**src/rtl/seg_bus_reader_if.sv**
```systemverilog
// Seven-segment display bus plus decoded readback, shared between display
// side (master) and the seg_bus_reader observer (slave).
interface seg_bus_reader_if;
    logic [7:0]  seven_seg_n;
    logic [3:0]  anode_n;
    logic [15:0] digits;
    logic [3:0]  digit_valid;
    logic [3:0]  dp;
    logic        update;
    logic [1:0]  update_idx;
    logic        decode_err;

    modport master (
        output seven_seg_n, anode_n,
        input  digits, digit_valid, dp, update, update_idx, decode_err
    );

    modport slave (
        input  seven_seg_n, anode_n,
        output digits, digit_valid, dp, update, update_idx, decode_err
    );
endinterface

```
**src/rtl/seg_bus_reader.sv**
```systemverilog
// Observer for a multiplexed active-low seven-segment bus: waits for each
// anode dwell to settle, then decodes segments back to hex digit and dp.
module seg_bus_reader #(
    parameter int SETTLE_CYCLES = 16,
    parameter int STALE_CYCLES  = 65536
) (
    input  logic            clk,
    input  logic            rst_n,
    seg_bus_reader_if.slave bus
);

    typedef enum logic [1:0] {IDLE, SETTLE, HELD} state_t;

    localparam int SW = $clog2(SETTLE_CYCLES + 1);
    localparam int TW = $clog2(STALE_CYCLES + 1);
    localparam logic [SW-1:0] SETTLE_MAX = SW'(SETTLE_CYCLES);
    localparam logic [TW-1:0] STALE_MAX  = TW'(STALE_CYCLES);
    localparam logic [TW-1:0] STALE_LAST = TW'(STALE_CYCLES - 1);

    // {ok, value}; ok=0 for any pattern outside the hex font, blank included
    function automatic logic [4:0] decode7(input logic [6:0] raw);
        case (raw)
            7'h3F: return {1'b1, 4'h0};
            7'h06: return {1'b1, 4'h1};
            7'h5B: return {1'b1, 4'h2};
            7'h4F: return {1'b1, 4'h3};
            7'h66: return {1'b1, 4'h4};
            7'h6D: return {1'b1, 4'h5};
            7'h7D: return {1'b1, 4'h6};
            7'h07: return {1'b1, 4'h7};
            7'h7F: return {1'b1, 4'h8};
            7'h6F: return {1'b1, 4'h9};
            7'h77: return {1'b1, 4'hA};
            7'h7C: return {1'b1, 4'hB};
            7'h39: return {1'b1, 4'hC};
            7'h5E: return {1'b1, 4'hD};
            7'h79: return {1'b1, 4'hE};
            7'h71: return {1'b1, 4'hF};
            default: return 5'h00;
        endcase
    endfunction

    logic [11:0]   sync1_q, sync2_q, prev_q;
    logic [SW-1:0] stable_cnt_q;
    state_t        state_q, state_d;
    logic [TW-1:0] stale_cnt_q [4];

    logic [15:0] digits_q;
    logic [3:0]  valid_q, dp_q;
    logic        update_q, err_q;
    logic [1:0]  idx_q;

    logic        changed, one_hot, settled, capture;
    logic [3:0]  cap_sel;
    logic [1:0]  cap_pos;
    logic [4:0]  dec;

    assign changed = (sync2_q != prev_q);
    assign one_hot = $onehot(~sync2_q[11:8]);
    assign settled = (stable_cnt_q == SETTLE_MAX);

    // Bus sampling: 2-flop synchronizer, previous sample, stability counter.
    // Reset to all-ones so the first real bus value always looks like a change.
    always_ff @(posedge clk or negedge rst_n) begin
        if (!rst_n) begin
            sync1_q      <= '1;
            sync2_q      <= '1;
            prev_q       <= '1;
            stable_cnt_q <= '0;
        end else begin
            // NOTE: sequential state uses <= so every flop samples pre-edge values.
            sync1_q <= {bus.anode_n, bus.seven_seg_n};
            sync2_q <= sync1_q;
            prev_q  <= sync2_q;
            if (changed)
                stable_cnt_q <= '0;
            else if (!settled)
                stable_cnt_q <= stable_cnt_q + SW'(1);
        end
    end

    always_ff @(posedge clk or negedge rst_n) begin
        if (!rst_n) state_q <= IDLE;
        else        state_q <= state_d;
    end

    always_comb begin
        // NOTE: default first so every path assigns state_d and no latch forms.
        state_d = state_q;
        case (state_q)
            IDLE:    if (one_hot) state_d = SETTLE;
            SETTLE: begin
                if (changed)      state_d = one_hot ? SETTLE : IDLE;
                else if (settled) state_d = HELD;
            end
            HELD:    if (changed) state_d = one_hot ? SETTLE : IDLE;
            default: state_d = IDLE;
        endcase
    end

    always_comb begin
        capture = (state_q == SETTLE) && !changed && settled && one_hot;
        cap_sel = capture ? ~sync2_q[11:8] : 4'b0000;
        dec     = decode7(~sync2_q[6:0]);
        cap_pos = 2'd0;
        case (sync2_q[11:8])
            4'b1101: cap_pos = 2'd1;
            4'b1011: cap_pos = 2'd2;
            4'b0111: cap_pos = 2'd3;
            default: cap_pos = 2'd0;
        endcase
    end

    // Per-position capture and staleness; a capture on a position overrides
    // its stale expiry in the same cycle.
    always_ff @(posedge clk or negedge rst_n) begin
        if (!rst_n) begin
            digits_q <= '0;
            valid_q  <= '0;
            dp_q     <= '0;
            update_q <= 1'b0;
            err_q    <= 1'b0;
            idx_q    <= '0;
            // NOTE: the small per-position counter array is flops, so it is reset explicitly.
            for (int i = 0; i < 4; i++) stale_cnt_q[i] <= '0;
        end else begin
            update_q <= capture;
            err_q    <= capture && !dec[4];
            if (capture) idx_q <= cap_pos;
            for (int i = 0; i < 4; i++) begin
                if (cap_sel[i]) begin
                    stale_cnt_q[i] <= '0;
                    dp_q[i]        <= ~sync2_q[7];
                    valid_q[i]     <= dec[4];
                    if (dec[4]) digits_q[4*i +: 4] <= dec[3:0];
                end else if (stale_cnt_q[i] != STALE_MAX) begin
                    stale_cnt_q[i] <= stale_cnt_q[i] + TW'(1);
                    if (stale_cnt_q[i] == STALE_LAST) valid_q[i] <= 1'b0;
                end
            end
        end
    end

    assign bus.digits      = digits_q;
    assign bus.digit_valid = valid_q;
    assign bus.dp          = dp_q;
    assign bus.update      = update_q;
    assign bus.update_idx  = idx_q;
    assign bus.decode_err  = err_q;

endmodule

```
**src/flat_wrapper.sv**
```systemverilog
// flat-port wrapper written by rule: the top's interface ports become plain ports
module seg_bus_reader_flat 
#(
    parameter int SETTLE_CYCLES = 16,
    parameter int STALE_CYCLES  = 65536
)
  (clk, rst_n, bus_seven_seg_n, bus_anode_n, bus_digits, bus_digit_valid, bus_dp, bus_update, bus_update_idx, bus_decode_err);
  seg_bus_reader_if bus_i ();
  input  logic clk;
  input  logic rst_n;
  input wire logic [$bits(bus_i.seven_seg_n)-1:0] bus_seven_seg_n;
  input wire logic [$bits(bus_i.anode_n)-1:0] bus_anode_n;
  output wire logic [$bits(bus_i.digits)-1:0] bus_digits;
  output wire logic [$bits(bus_i.digit_valid)-1:0] bus_digit_valid;
  output wire logic [$bits(bus_i.dp)-1:0] bus_dp;
  output wire logic [$bits(bus_i.update)-1:0] bus_update;
  output wire logic [$bits(bus_i.update_idx)-1:0] bus_update_idx;
  output wire logic [$bits(bus_i.decode_err)-1:0] bus_decode_err;
  assign bus_i.seven_seg_n = bus_seven_seg_n;
  assign bus_i.anode_n = bus_anode_n;
  assign bus_digits = bus_i.digits;
  assign bus_digit_valid = bus_i.digit_valid;
  assign bus_dp = bus_i.dp;
  assign bus_update = bus_i.update;
  assign bus_update_idx = bus_i.update_idx;
  assign bus_decode_err = bus_i.decode_err;
  seg_bus_reader #(.SETTLE_CYCLES(SETTLE_CYCLES), .STALE_CYCLES(STALE_CYCLES)) u_core (.clk(clk), .rst_n(rst_n), .bus(bus_i));
endmodule
```
**config.mk**
```make
export PLATFORM = sky130hd
export DESIGN_NAME = seg_bus_reader_flat
export DESIGN_NICKNAME = d
export VERILOG_FILES = /design/src/rtl/seg_bus_reader_if.sv /design/src/rtl/seg_bus_reader.sv /design/src/flat_wrapper.sv
export SDC_FILE = /design/constraint.sdc
export NUM_CORES = 1
export LEC_CHECK = 0
export CELL_PAD_IN_SITES_DETAIL_PLACEMENT = 1
export CELL_PAD_IN_SITES_GLOBAL_PLACEMENT = 1
export CORE_MARGIN = 10
export CORE_UTILIZATION = 51
export CTS_CLUSTER_SIZE = 25
export DETAILED_ROUTE_END_ITERATION = 16
export HOLD_SLACK_MARGIN = 0.03
export PLACE_DENSITY_LB_ADDON = 0.1
export SLEW_MARGIN = 20
export SYNTH_ARGS = -nofsm -noshare
export SYNTH_HDL_FRONTEND = slang
export SYNTH_SLANG_ARGS = --single-unit
```
**constraint.sdc**
```tcl
create_clock -name clk -period 4.6 [get_ports clk]
set_input_delay 0.69 -clock clk [delete_from_list [all_inputs] [get_ports clk]]
set_output_delay 0.69 -clock clk [all_outputs]
set_load 0.1 [all_outputs]
```
==> summary by stage <==
Floorplanning
The die covers 0.0176 sq mm. Measured along the y axis, the die boundary spans between 100 and 150 um. The number of ports placed on the die boundary is between 40 and 50. The initial standard-cell utilization of the core is 0.519. The number of placement rows is 41. The die is 133 um wide. The floorplan step defined a core boundary enclosing roughly 0.013 sq mm.

Drt
The violation count after the first detailed-routing iteration is between 200 and 250. The first detailed-routing pass took 4 iterations. The count of unresolved DRC violations after routing is 0. The total vias in the final route is roughly 4600. The final layout contains routed wiring with a total length of between 15 and 20 mm. Dividing the detail-routed via count by the number of cells gives between 5 and 6. The detail-routed net length per standard cell is between 15 and 20 um. The remaining number of nets flagged by the antenna check after routing is 0.

Synthesis
The synthesized netlist net count is about 640. The synthesis-stage register bit count is 139. The part of the Yosys area used for sequential elements is 0.543. After synthesis, the share of flip-flops with an asynchronous set or reset is 1.00. The Yosys warning count is 0. For this run, the leading register cell type out of synthesis is sky130_fd_sc_hd__dfrtp_1. Summing every instance area after synthesis gives 0.00649 sq mm.

Counting flops with a built-in enable in the synthesized netlist gives 0. The number of instances in the synthesized netlist is between 600 and 700. The dominant cell type by area after synthesis is sky130_fd_sc_hd__dfrtp_1.

The mean cell area of the mapped netlist is 10.8 sq um. Sorting the synthesized cells by area gives the leading types as sky130_fd_sc_hd__dfrtp_1, sky130_fd_sc_hd__dfstp_2, sky130_fd_sc_hd__xor2_1. The share of synthesized area in the top cell type comes to 0.397. The number of distinct library cells after synthesis is 57.

Clock tree
At the later pin of the worst-skew pair, clock insertion delay measures ~0.43 ns. The number of buffers added for setup after CTS is 0. The clock transition at the registers of the reported paths is 0.06 ns.

The H-tree generated during clock tree synthesis spans 4 levels. TritonCTS built the clock tree. The count of hold buffers inserted by post-cts repair is 0.

The post-cts sizing count is 0. Clock tree synthesis inserted a total of 17 buffers. The number of buffers between clock root and the deepest sink is 2. The root buffer cell is sky130_fd_sc_hd__clkbuf_16. Clock tree synthesis found a total of 139 sinks.

Run
The tool flagged a number of max-cap violations equal to 0.

Power
Power spread over the standard cell area amounts to approximately 360 mW/mm^2. The analysis attributes to cell leakage a power of around 3.3 nW. The total power draw is around 2.7 mW. The maximum VDD drop is a little under 0.0003 V.

Setup path
The type of the worst setup path is reg2reg. The required time at the worst-slack endpoint is roughly 5 ns. The signal arrival time at the worst endpoint is about 4.3 ns. Among the stages of the critical path, the cell type that occurs most often is sky130_fd_sc_hd__ha_1. The startpoint type of the worst setup path is a register. Setup slack on the worst reg-to-reg path comes out at ~0.65 ns. The slowest stage of the critical path belongs to the cell sky130_fd_sc_hd__nand4_1. Walking the worst path, the cells encountered are inv_1, ha_1, ha_1, fa_1, nor2_1, nor4bb_1, nand4_1, a211oi_2, a2bb2oi_1. STA classifies the critical path endpoint as a register. Along the worst path, the maximum fanout reaches 21.

The worst stage delay on the critical path is between 0.7 and 0.8 ns.

Placed design
After detailed placement, the design holds a cell count of 802. The half-perimeter wire length of the detailed placement result is 10.0 mm. The final weighted congestion in routability-driven placement is 0.795. The count of buffers added on input and output ports is a little over 40.

Global route
The total routing resource utilization after global routing is 0.185. The overall overflow remaining after global route is 0. The first global-routing pass estimated roughly 26 mm of wire. The via count of the first global-routing pass came to a little over 5000. Entering global routing, the biggest net connects roughly 110 pins.

The initial antenna violation count came to 0.

Timing
The hold violation count in the final report is 0. The transition time at the pin with the least slew margin is 1.00 ns. The shortest clock period the worst path allows after layout is between 3 and 4 ns.

The final critical-path share of the clock period is 0.858. The clock tree skew after final layout is roughly 0.016 ns. Setup repair after global routing left no endpoint under its margin. The worst pin sits at a relative slew slack of 0.331. The maximum operating frequency is 253 MHz.

The setup TNS is 0 ns. The count of final max-slew check failures is 0. The final number of setup-violating endpoints is 0.

Outcome
The flow ran to the end, and the final reports show no timing, DRC or antenna violations.

Final layout
The number of non-filler instances in the completed layout is around 830. The most common cell after layout, fill and taps aside is sky130_fd_sc_hd__dfrtp_1. In the layout the commonest cells are sky130_fd_sc_hd__dfrtp_1, sky130_fd_sc_hd__nor2_1, sky130_fd_sc_hd__xor2_1. Of the cells placed in the final design, the portion with a size suffix greater than 1 is 0.130. In the final design database the tool counted 686 nets. Compared with the post-synthesis result, the final layout area differs by 18.1%. Measured on the finished design, the core utilization comes to 0.612. The repair_antennas step left the layout with diodes totalling 0.

Min path
In this run the worst hold path is classified as reg2reg.
routing by layer:
| metal | GRT usage | share of wire | wire length (um) | up-vias |
|---|---|---|---|---|
| met5 | 0 | 0 | 0 | - |
| met4 | 0.0678 | 0.018 | 283 | 0 |
| met3 | 0.0473 | 0.028 | 446 | 22 |
| met2 | 0.315 | 0.52 | 8160 | 62 |
| met1 | 0.219 | 0.43 | 6840 | 2367 |
| li1 | - | - | - | 2160 |
synthesized netlist by cell type, types with 15 or more instances:
master / number
sky130_fd_sc_hd__dfrtp_1: 103
sky130_fd_sc_hd__nor2_1: 92
sky130_fd_sc_hd__xor2_1: 43
sky130_fd_sc_hd__dfstp_2: 36
sky130_fd_sc_hd__inv_1: 35
sky130_fd_sc_hd__nand3_1: 32
sky130_fd_sc_hd__xnor2_1: 30
sky130_fd_sc_hd__nand2_1: 29
sky130_fd_sc_hd__ha_1: 22
sky130_fd_sc_hd__buf_2: 17
sky130_fd_sc_hd__nor4_1: 16
sky130_fd_sc_hd__a21oi_1: 15
sky130_fd_sc_hd__nor3_1: 15
worst max-delay path, delay by kind of cell (launching register included):
kind	cells	cell delay (ns)
AOI/OAI and AO/OA	2	0.90
and+or+nand+nor	3	1.22
DFF	1	0.62
buffers and inverters	1	0.11
adders and majority gates	3	0.99
per-stage QoR:
stage,area (sq um),hold slack (ns),setup WS [ns]
finish,7670,0.354,0.655
global route,7670,0.359,0.450
CTS,7670,0.355,0.604
detailed placement,7070,0.347,0.783
global placement,7070,0.345,1.01
floorplan,6490,0.345,1.78
kinds of logic (layout without fill, tap and decap cells):
group | after synthesis | after routing | synth area share
simple gates | 251 | 251 | 0.201
flops | 139 | 139 | 0.543
xor+xnor | 73 | 73 | 0.0985
compound gates | 58 | 58 | 0.0715
buf+inv | 54 | 114 | 0.0345
fa+ha+maj | 24 | 24 | 0.0472
mux | 3 | 3 | 0.00463
flip-flops by register name (all words and copies together), names as in the netlist:
signal / count
u_core.bus.update_idx: 2
u_core.bus.digits: 16
u_core.sync1_q: 12
u_core.bus.decode_err: 1
u_core.bus.digit_valid: 4
u_core.bus.update: 1
u_core.sync2_q: 12
u_core.state_q: 2
u_core.prev_q: 12
u_core.stable_cnt_q: 5
u_core.stale_cnt_q: 68
u_core.bus.dp: 4
final cells by class:
| class | instances | area (sq um) |
|---|---|---|
| Clock buffer | 24 | 514 |
| Sequential cell | 139 | 3520 |
| Multi-Input combinational cell | 409 | 2740 |
| Inverter | 35 | 131 |
| Timing Repair Buffer | 47 | 457 |
| Fill cell | 1343 | 4850 |
| Tap cell | 172 | 215 |
| Clock inverter | 8 | 81.3 |
report_power, final:
group | internal (mW) | switching, mW
combinational | 0.0319 | 0.0542
clock | 0.839 | 0.521
sequential | 1.25 | 0.0248
total | 2.13 | 0.601
path summary, 6_finish.rpt:
kind	startpoint	to	cells past startpoint
hold reg to reg	u_core.sync1_q[3]	u_core.sync2_q[3]	0
hold / removal	u_core.sync1_q[3]	u_core.sync2_q[3]	0
setup / recovery	u_core.sync2_q[10]	u_core.bus.digits[10]	9
setup reg to reg	u_core.sync2_q[10]	u_core.bus.digits[10]	9
max in group asynchronous	rst_n	u_core.prev_q[2]	2
min in group asynchronous	rst_n	u_core.stale_cnt_q[26]	1
Power figures use the tool's default switching activity.
